--- config.mk ---
export PLATFORM = sky130hd
export DESIGN_NAME = node_weight_gen
export DESIGN_NICKNAME = d
export VERILOG_FILES = /design/src/rtl/node_weight_pkg.sv /design/src/rtl/recip_div.sv /design/src/rtl/node_weight_gen.sv
export SDC_FILE = /design/constraint.sdc
export NUM_CORES = 1
export LEC_CHECK = 0
export ABC_CLOCK_PERIOD_IN_PS = 3200
export CAP_MARGIN = 20
export CORE_UTILIZATION = 45
export CTS_CLUSTER_DIAMETER = 60
export DETAILED_ROUTE_END_ITERATION = 7
export PLACE_DENSITY = 0.77
export SYNTH_ARGS = -nofsm -noshare
export SYNTH_HDL_FRONTEND = slang
export SYNTH_SLANG_ARGS = --single-unit
export TNS_END_PERCENT = 100
--- constraint.sdc ---
create_clock -name clk -period 3.2 [get_ports clk]
set_input_delay 0.32 -clock clk [delete_from_list [all_inputs] [get_ports clk]]
set_output_delay 0.32 -clock clk [all_outputs]
set_load 0.05 [all_outputs]
--- src/rtl/node_weight_pkg.sv ---
// rtl/node_weight_pkg.sv - shared types and weight rule for node_weight_gen
package node_weight_pkg;

    typedef enum logic [2:0] {
        S_IDLE,
        S_COUNT,
        S_DIV,
        S_WRITE,
        S_PROC,
        S_DONE
    } state_t;

    function automatic int deg_w(input int n);
        return $clog2(n + 1);
    endfunction

    // Reciprocal of an out-degree in Q0.width: 0 for dangling, saturated for d=1.
    function automatic longint unsigned recip(input int d, input int width);
        longint unsigned one;
        one = longint'(1) << width;
        if (d == 0)
            return 0;
        else if (d == 1)
            return one - 1;
        else
            return one / longint'(d);
    endfunction

endpackage

--- src/rtl/recip_div.sv ---
// rtl/recip_div.sv - serial restoring divider computing 2^WIDTH / divisor, one quotient bit per cycle
module recip_div #(
    parameter int WIDTH = 16,
    parameter int DEG_W = 3
) (
    input  logic             clk,
    input  logic             reset,
    input  logic             go,
    input  logic [DEG_W-1:0] divisor,
    output logic [WIDTH-1:0] quot,
    output logic             qvalid
);
    localparam int CW = $clog2(WIDTH + 1);

    logic [DEG_W-1:0] dsr;
    logic [DEG_W-1:0] rem;
    logic [WIDTH:0]   q;
    logic [CW-1:0]    cnt;
    logic             active;
    logic [DEG_W:0]   trial;
    logic [DEG_W:0]   diff;
    logic             take;

    // The dividend 2^WIDTH has a single set bit, consumed on the first step.
    always_comb begin
        trial = {rem, cnt == CW'(WIDTH)};
        diff  = trial - {1'b0, dsr};
        take  = trial >= {1'b0, dsr};
    end

    always_ff @(posedge clk) begin
        if (reset) begin
            dsr    <= '0;
            rem    <= '0;
            q      <= '0;
            cnt    <= '0;
            active <= 1'b0;
            qvalid <= 1'b0;
        end else if (go) begin
            dsr    <= divisor;
            rem    <= '0;
            q      <= '0;
            cnt    <= CW'(WIDTH);
            active <= 1'b1;
            qvalid <= 1'b0;
        end else if (active) begin
            rem <= take ? diff[DEG_W-1:0] : trial[DEG_W-1:0];
            q   <= {q[WIDTH-1:0], take};
            cnt <= cnt - 1'b1;
            if (cnt == '0) begin
                active <= 1'b0;
                qvalid <= 1'b1;
            end
        end
    end

    assign quot = (dsr == '0) ? '0 : (q[WIDTH] ? '1 : q[WIDTH-1:0]);

endmodule

--- src/rtl/node_weight_gen.sv ---
// rtl/node_weight_gen.sv - per-node out-degree reciprocal weights; NODE_WEIGHT_LUT_EN selects ROM instead of divider
module node_weight_gen
    import node_weight_pkg::*;
#(
    parameter int N     = 4,
    parameter int WIDTH = 16
) (
    input  logic               clk,
    input  logic               reset,
    input  logic               start,
    input  logic [N*N-1:0]     adj,
    output logic               busy,
    output logic               done,
    output logic [N*WIDTH-1:0] nodeWeight,
    output logic [N-1:0]       dangling
);
    localparam int DEG_W = deg_w(N);
    localparam int IW    = $clog2(N);

    state_t           state;
    logic [N*N-1:0]   adj_q;
    logic [IW-1:0]    idx;
    logic [DEG_W-1:0] col_deg;

    // Out-degree of the current node is the popcount of its adjacency column.
    always_comb begin
        col_deg = '0;
        for (int i = 0; i < N; i++)
            col_deg = col_deg + DEG_W'(adj_q[i*N + int'(idx)]);
    end

`ifdef NODE_WEIGHT_LUT_EN
    logic [WIDTH-1:0] rom [N+1];

    for (genvar k = 0; k <= N; k++) begin : g_rom
        assign rom[k] = WIDTH'(recip(k, WIDTH));
    end

    always_ff @(posedge clk) begin
        if (reset) begin
            state      <= S_IDLE;
            adj_q      <= '0;
            idx        <= '0;
            busy       <= 1'b0;
            done       <= 1'b0;
            nodeWeight <= '0;
            dangling   <= '0;
        end else begin
            case (state)
                S_IDLE: if (start) begin
                    adj_q <= adj;
                    idx   <= '0;
                    busy  <= 1'b1;
                    state <= S_PROC;
                end
                S_PROC: begin
                    nodeWeight[int'(idx)*WIDTH +: WIDTH] <= rom[col_deg];
                    dangling[idx] <= (col_deg == '0);
                    if (int'(idx) == N - 1) begin
                        done  <= 1'b1;
                        state <= S_DONE;
                    end else begin
                        idx <= idx + 1'b1;
                    end
                end
                S_DONE: begin
                    done  <= 1'b0;
                    busy  <= 1'b0;
                    state <= S_IDLE;
                end
                default: state <= S_IDLE;
            endcase
        end
    end
`else
    localparam int CW = $clog2(WIDTH + 1);

    logic [DEG_W-1:0] deg_q;
    logic [CW-1:0]    div_cnt;
    logic [WIDTH-1:0] quot;
    logic             qvalid;

    recip_div #(.WIDTH(WIDTH), .DEG_W(DEG_W)) u_div (
        .clk     (clk),
        .reset   (reset),
        .go      (state == S_COUNT),
        .divisor (col_deg),
        .quot    (quot),
        .qvalid  (qvalid)
    );

    always_ff @(posedge clk) begin
        if (reset) begin
            state      <= S_IDLE;
            adj_q      <= '0;
            idx        <= '0;
            deg_q      <= '0;
            div_cnt    <= '0;
            busy       <= 1'b0;
            done       <= 1'b0;
            nodeWeight <= '0;
            dangling   <= '0;
        end else begin
            case (state)
                S_IDLE: if (start) begin
                    adj_q <= adj;
                    idx   <= '0;
                    busy  <= 1'b1;
                    state <= S_COUNT;
                end
                S_COUNT: begin
                    deg_q   <= col_deg;
                    div_cnt <= '0;
                    state   <= S_DIV;
                end
                // Fixed WIDTH+1 cycles regardless of degree so job timing never varies.
                S_DIV: begin
                    if (div_cnt == CW'(WIDTH))
                        state <= S_WRITE;
                    else
                        div_cnt <= div_cnt + 1'b1;
                end
                S_WRITE: begin
                    nodeWeight[int'(idx)*WIDTH +: WIDTH] <= qvalid ? quot : '0;
                    dangling[idx] <= (deg_q == '0);
                    if (int'(idx) == N - 1) begin
                        done  <= 1'b1;
                        state <= S_DONE;
                    end else begin
                        idx   <= idx + 1'b1;
                        state <= S_COUNT;
                    end
                end
                S_DONE: begin
                    done  <= 1'b0;
                    busy  <= 1'b0;
                    state <= S_IDLE;
                end
                default: state <= S_IDLE;
            endcase
        end
    end
`endif

endmodule

==> impl_metrics.tcl <==
set metrics [dict create \
    crit_family "simple AND/OR/NAND/NOR gates" \
    htree_levels 4 \
    fp-row-count 39 \
    cts_resized 0 \
    path_cells "inv_1 -> ha_1 -> nor3b_1 -> nand2_1 -> ha_1 -> fa_1 -> nand2b_1 -> and3_1 -> a221o_1 -> a21oi_1" \
    cts-buffers-inserted 17 \
    grt_overflow_total 0 \
    synth_seq_cells 126 \
    drive_above_1_share_pct 9.30 \
    skew_ps 5.93 \
    slew_headroom_pct 32.9 \
    synthCells 564 \
    startpoint_type "register" \
    period_needed_ps 2620 \
    nets 680 \
    p_leak_nw 2.48 \
    gp_congestion 0.838 \
    rsz0062_at_grt "no" \
    vias 4390 \
    holdBufCountCts 0 \
    final_cell_mix "nor2_1, dfxtp_1, clkdlybuf4s50_1, a22oi_1, nand2_1" \
    path_max_fanout 4 \
    cp.arrival_ps 2960 \
    syn-cell-area_sq_um 5240 \
    ys_top_cells_by_area "dfxtp_1, nor2_1, a22oi_1" \
    syn-num-nets 601 \
    status "finished clean" \
    synth-seq-area-share_pct 48.1 \
    io_pins 89 \
    ctsLongestPathBuffers 2 \
    yosysWarnings 0 \
    design.core.area_sq_um 11400 \
    cts_sinks 126 \
    cpPeakStageDelay_ps 380 \
    finalHoldViolCount 0 \
    cp_slowest_cell "fa_1" \
    die_h_um 110 \
    worstHoldPathType "input pin to register" \
    via_per_inst 5.49 \
    required_ps 3540 \
    postCtsSetupRepairBufs 0 \
    initial_core_util_pct 46.1 \
    finalSetupTns_ps 0 \
    finalPower_mw 3.74 \
    async_flop_share_pct 0 \
    wirelength_um 13100 \
    wire_per_inst_um 16.4 \
    postRouteAntennaNets 0 \
    io_buffers 88 \
    diodes 0 \
    final_common_cell "nor2_1" \
    grt_first_pass_wirelength_um 20700 \
    critical_path_class "register to register" \
    clk_pin_slew_ps 60 \
    syn_avg_cell_area_sq_um 9.30 \
    synth_largest_area_cell "dfxtp_1" \
    synth_top_flop_cell "dfxtp_1" \
    tightest_slew_ps 1010 \
    area_growth_pct 28.0 \
    clock_latency_ps 410 \
    critPathBufInv 1 \
    cpMostUsedCell "ha_1" \
    die_w_um 110 \
    end_kind "register" \
    powerDensity_nw_per_um2 558 \
    maxCapViolations 0 \
    die-area_sq_um 12100 \
    cts-root-buf "clkbuf_16" \
    cts_tree "yes" \
    synth.distinct_cells 46 \
    grt_max_degree 100 \
    max_freq_mhz 382 \
    dr.first_iter.drc_count 280 \
    grt_pass1_vias 4127 \
    ir_drop_v 0.000325 \
    drt_pass1_iterations 5 \
    synthDominantCellAreaShare_pct 48.1 \
    grt_usage_pct 22.6 \
    synth_edf_count 0 \
    finalCritPeriodShare_pct 81.8 \
    dpl.hpwl_um 8690 \
    antenna_found_initial 0 \
    slew_viol_final 0 \
    final-setup-viol-count 0 \
    drc_errors 0 \
]
cells by family (layout without fill, tap and decap cells):
group | after synthesis | count (layout) | synth area share, %
AOI/OAI and AO/OA | 105 | 105 | 13.6
xor gates and xnor gates | 8 | 8 | 1.34
adders and majority gates | 18 | 18 | 4.58
buffers and inverters | 54 | 146 | 5.61
DFF | 126 | 126 | 48.1
muxes | 25 | 25 | 5.77
and+or+nand+nor | 228 | 228 | 21.0
path summary, 6_finish.rpt:
check	end	slack, ps	startpoint	cells past startpoint
worst max-delay path	u_div.rem[2]	580	u_div.cnt[0]	10
worst max register to register	u_div.rem[2]	580	u_div.cnt[0]	10
worst min-delay path	div_cnt[3]	280	reset	3
worst min register to register	adj_q[7]	450	adj_q[7]	2
worst min-delay path, stage by stage:
cell and delay, ps:
buf_2 100, nand2b_1 160, nor2_1 60
per-stage QoR:
stage | utilization [%] | setup slack (ps) | instances | area [sq um] | hold slack, ps
floorplan | - | 889 | 564 | 5240 | 433
global placement | 54.0 | 781 | 767 | 6140 | 442
detailed placement | 54.0 | 645 | 767 | 6140 | 447
CTS | 59.0 | 568 | 799 | 6710 | 286
global route | 59.0 | 431 | 799 | 6710 | 311
finish | 59.0 | 584 | 799 | 6710 | 282
layer usage:
| metal | track usage (%) | up-vias | share of wire (%) |
|---|---|---|---|
| li1 | - | 2093 | - |
| met1 | 29.3 | 2118 | 44 |
| met2 | 35.6 | 146 | 48 |
| met3 | 5.63 | 33 | 5.2 |
| met4 | 9.71 | 0 | 2.8 |
| met5 | 0 | - | 0 |
report_power, final:
part           total [mW]  switching (mW)  leakage, nW  internal, mW
sequential           1.64          0.0368         1.02          1.60
clock                1.86           0.712        0.273          1.14
combinational       0.248           0.146         1.18         0.103
total                3.74           0.894         2.48          2.85
sequential cells by signal (all words and copies together) (netlist names):
| signal | count |
|---|---|
| idx | 2 |
| u_div.q | 17 |
| u_div.rem | 3 |
| u_div.dsr | 3 |
| busy | 1 |
| state | 3 |
| u_div.active | 1 |
| adj_q | 16 |
| nodeWeight | 64 |
| div_cnt | 5 |
| done | 1 |
| dangling | 4 |
| u_div.qvalid | 1 |
| u_div.cnt | 5 |
synthesized netlist by cell type (2+ instances only):
cell      number
nor4b_1        2
buf_2          7
mux2i_1       19
dfxtp_1      126
nand2b_1       6
a21oi_1       31
nor2_1       140
nor4b_4        3
clkbuf_1      17
mux4_2         4
mux2_2         2
a211oi_1       2
nand4b_4       3
xnor2_1        5
buf_4          4
nor3_1         3
nand2_1       51
a22oi_1       64
xor2_1         3
inv_1         16
ha_1          16
buf_6          9
nand3_1        6
a31oi_1        2
fa_1           2
final cells by class:
cell class	instances	area, sq um
clock inverters	14	141
clock buffers	18	429
fillers	943	4660
flip-flops and latches	126	2520
inverters	16	60.1
repair buffers	98	951
multi-input cells	384	2430
well taps	143	179
Note: power is estimated with default switching activity, not from simulation.
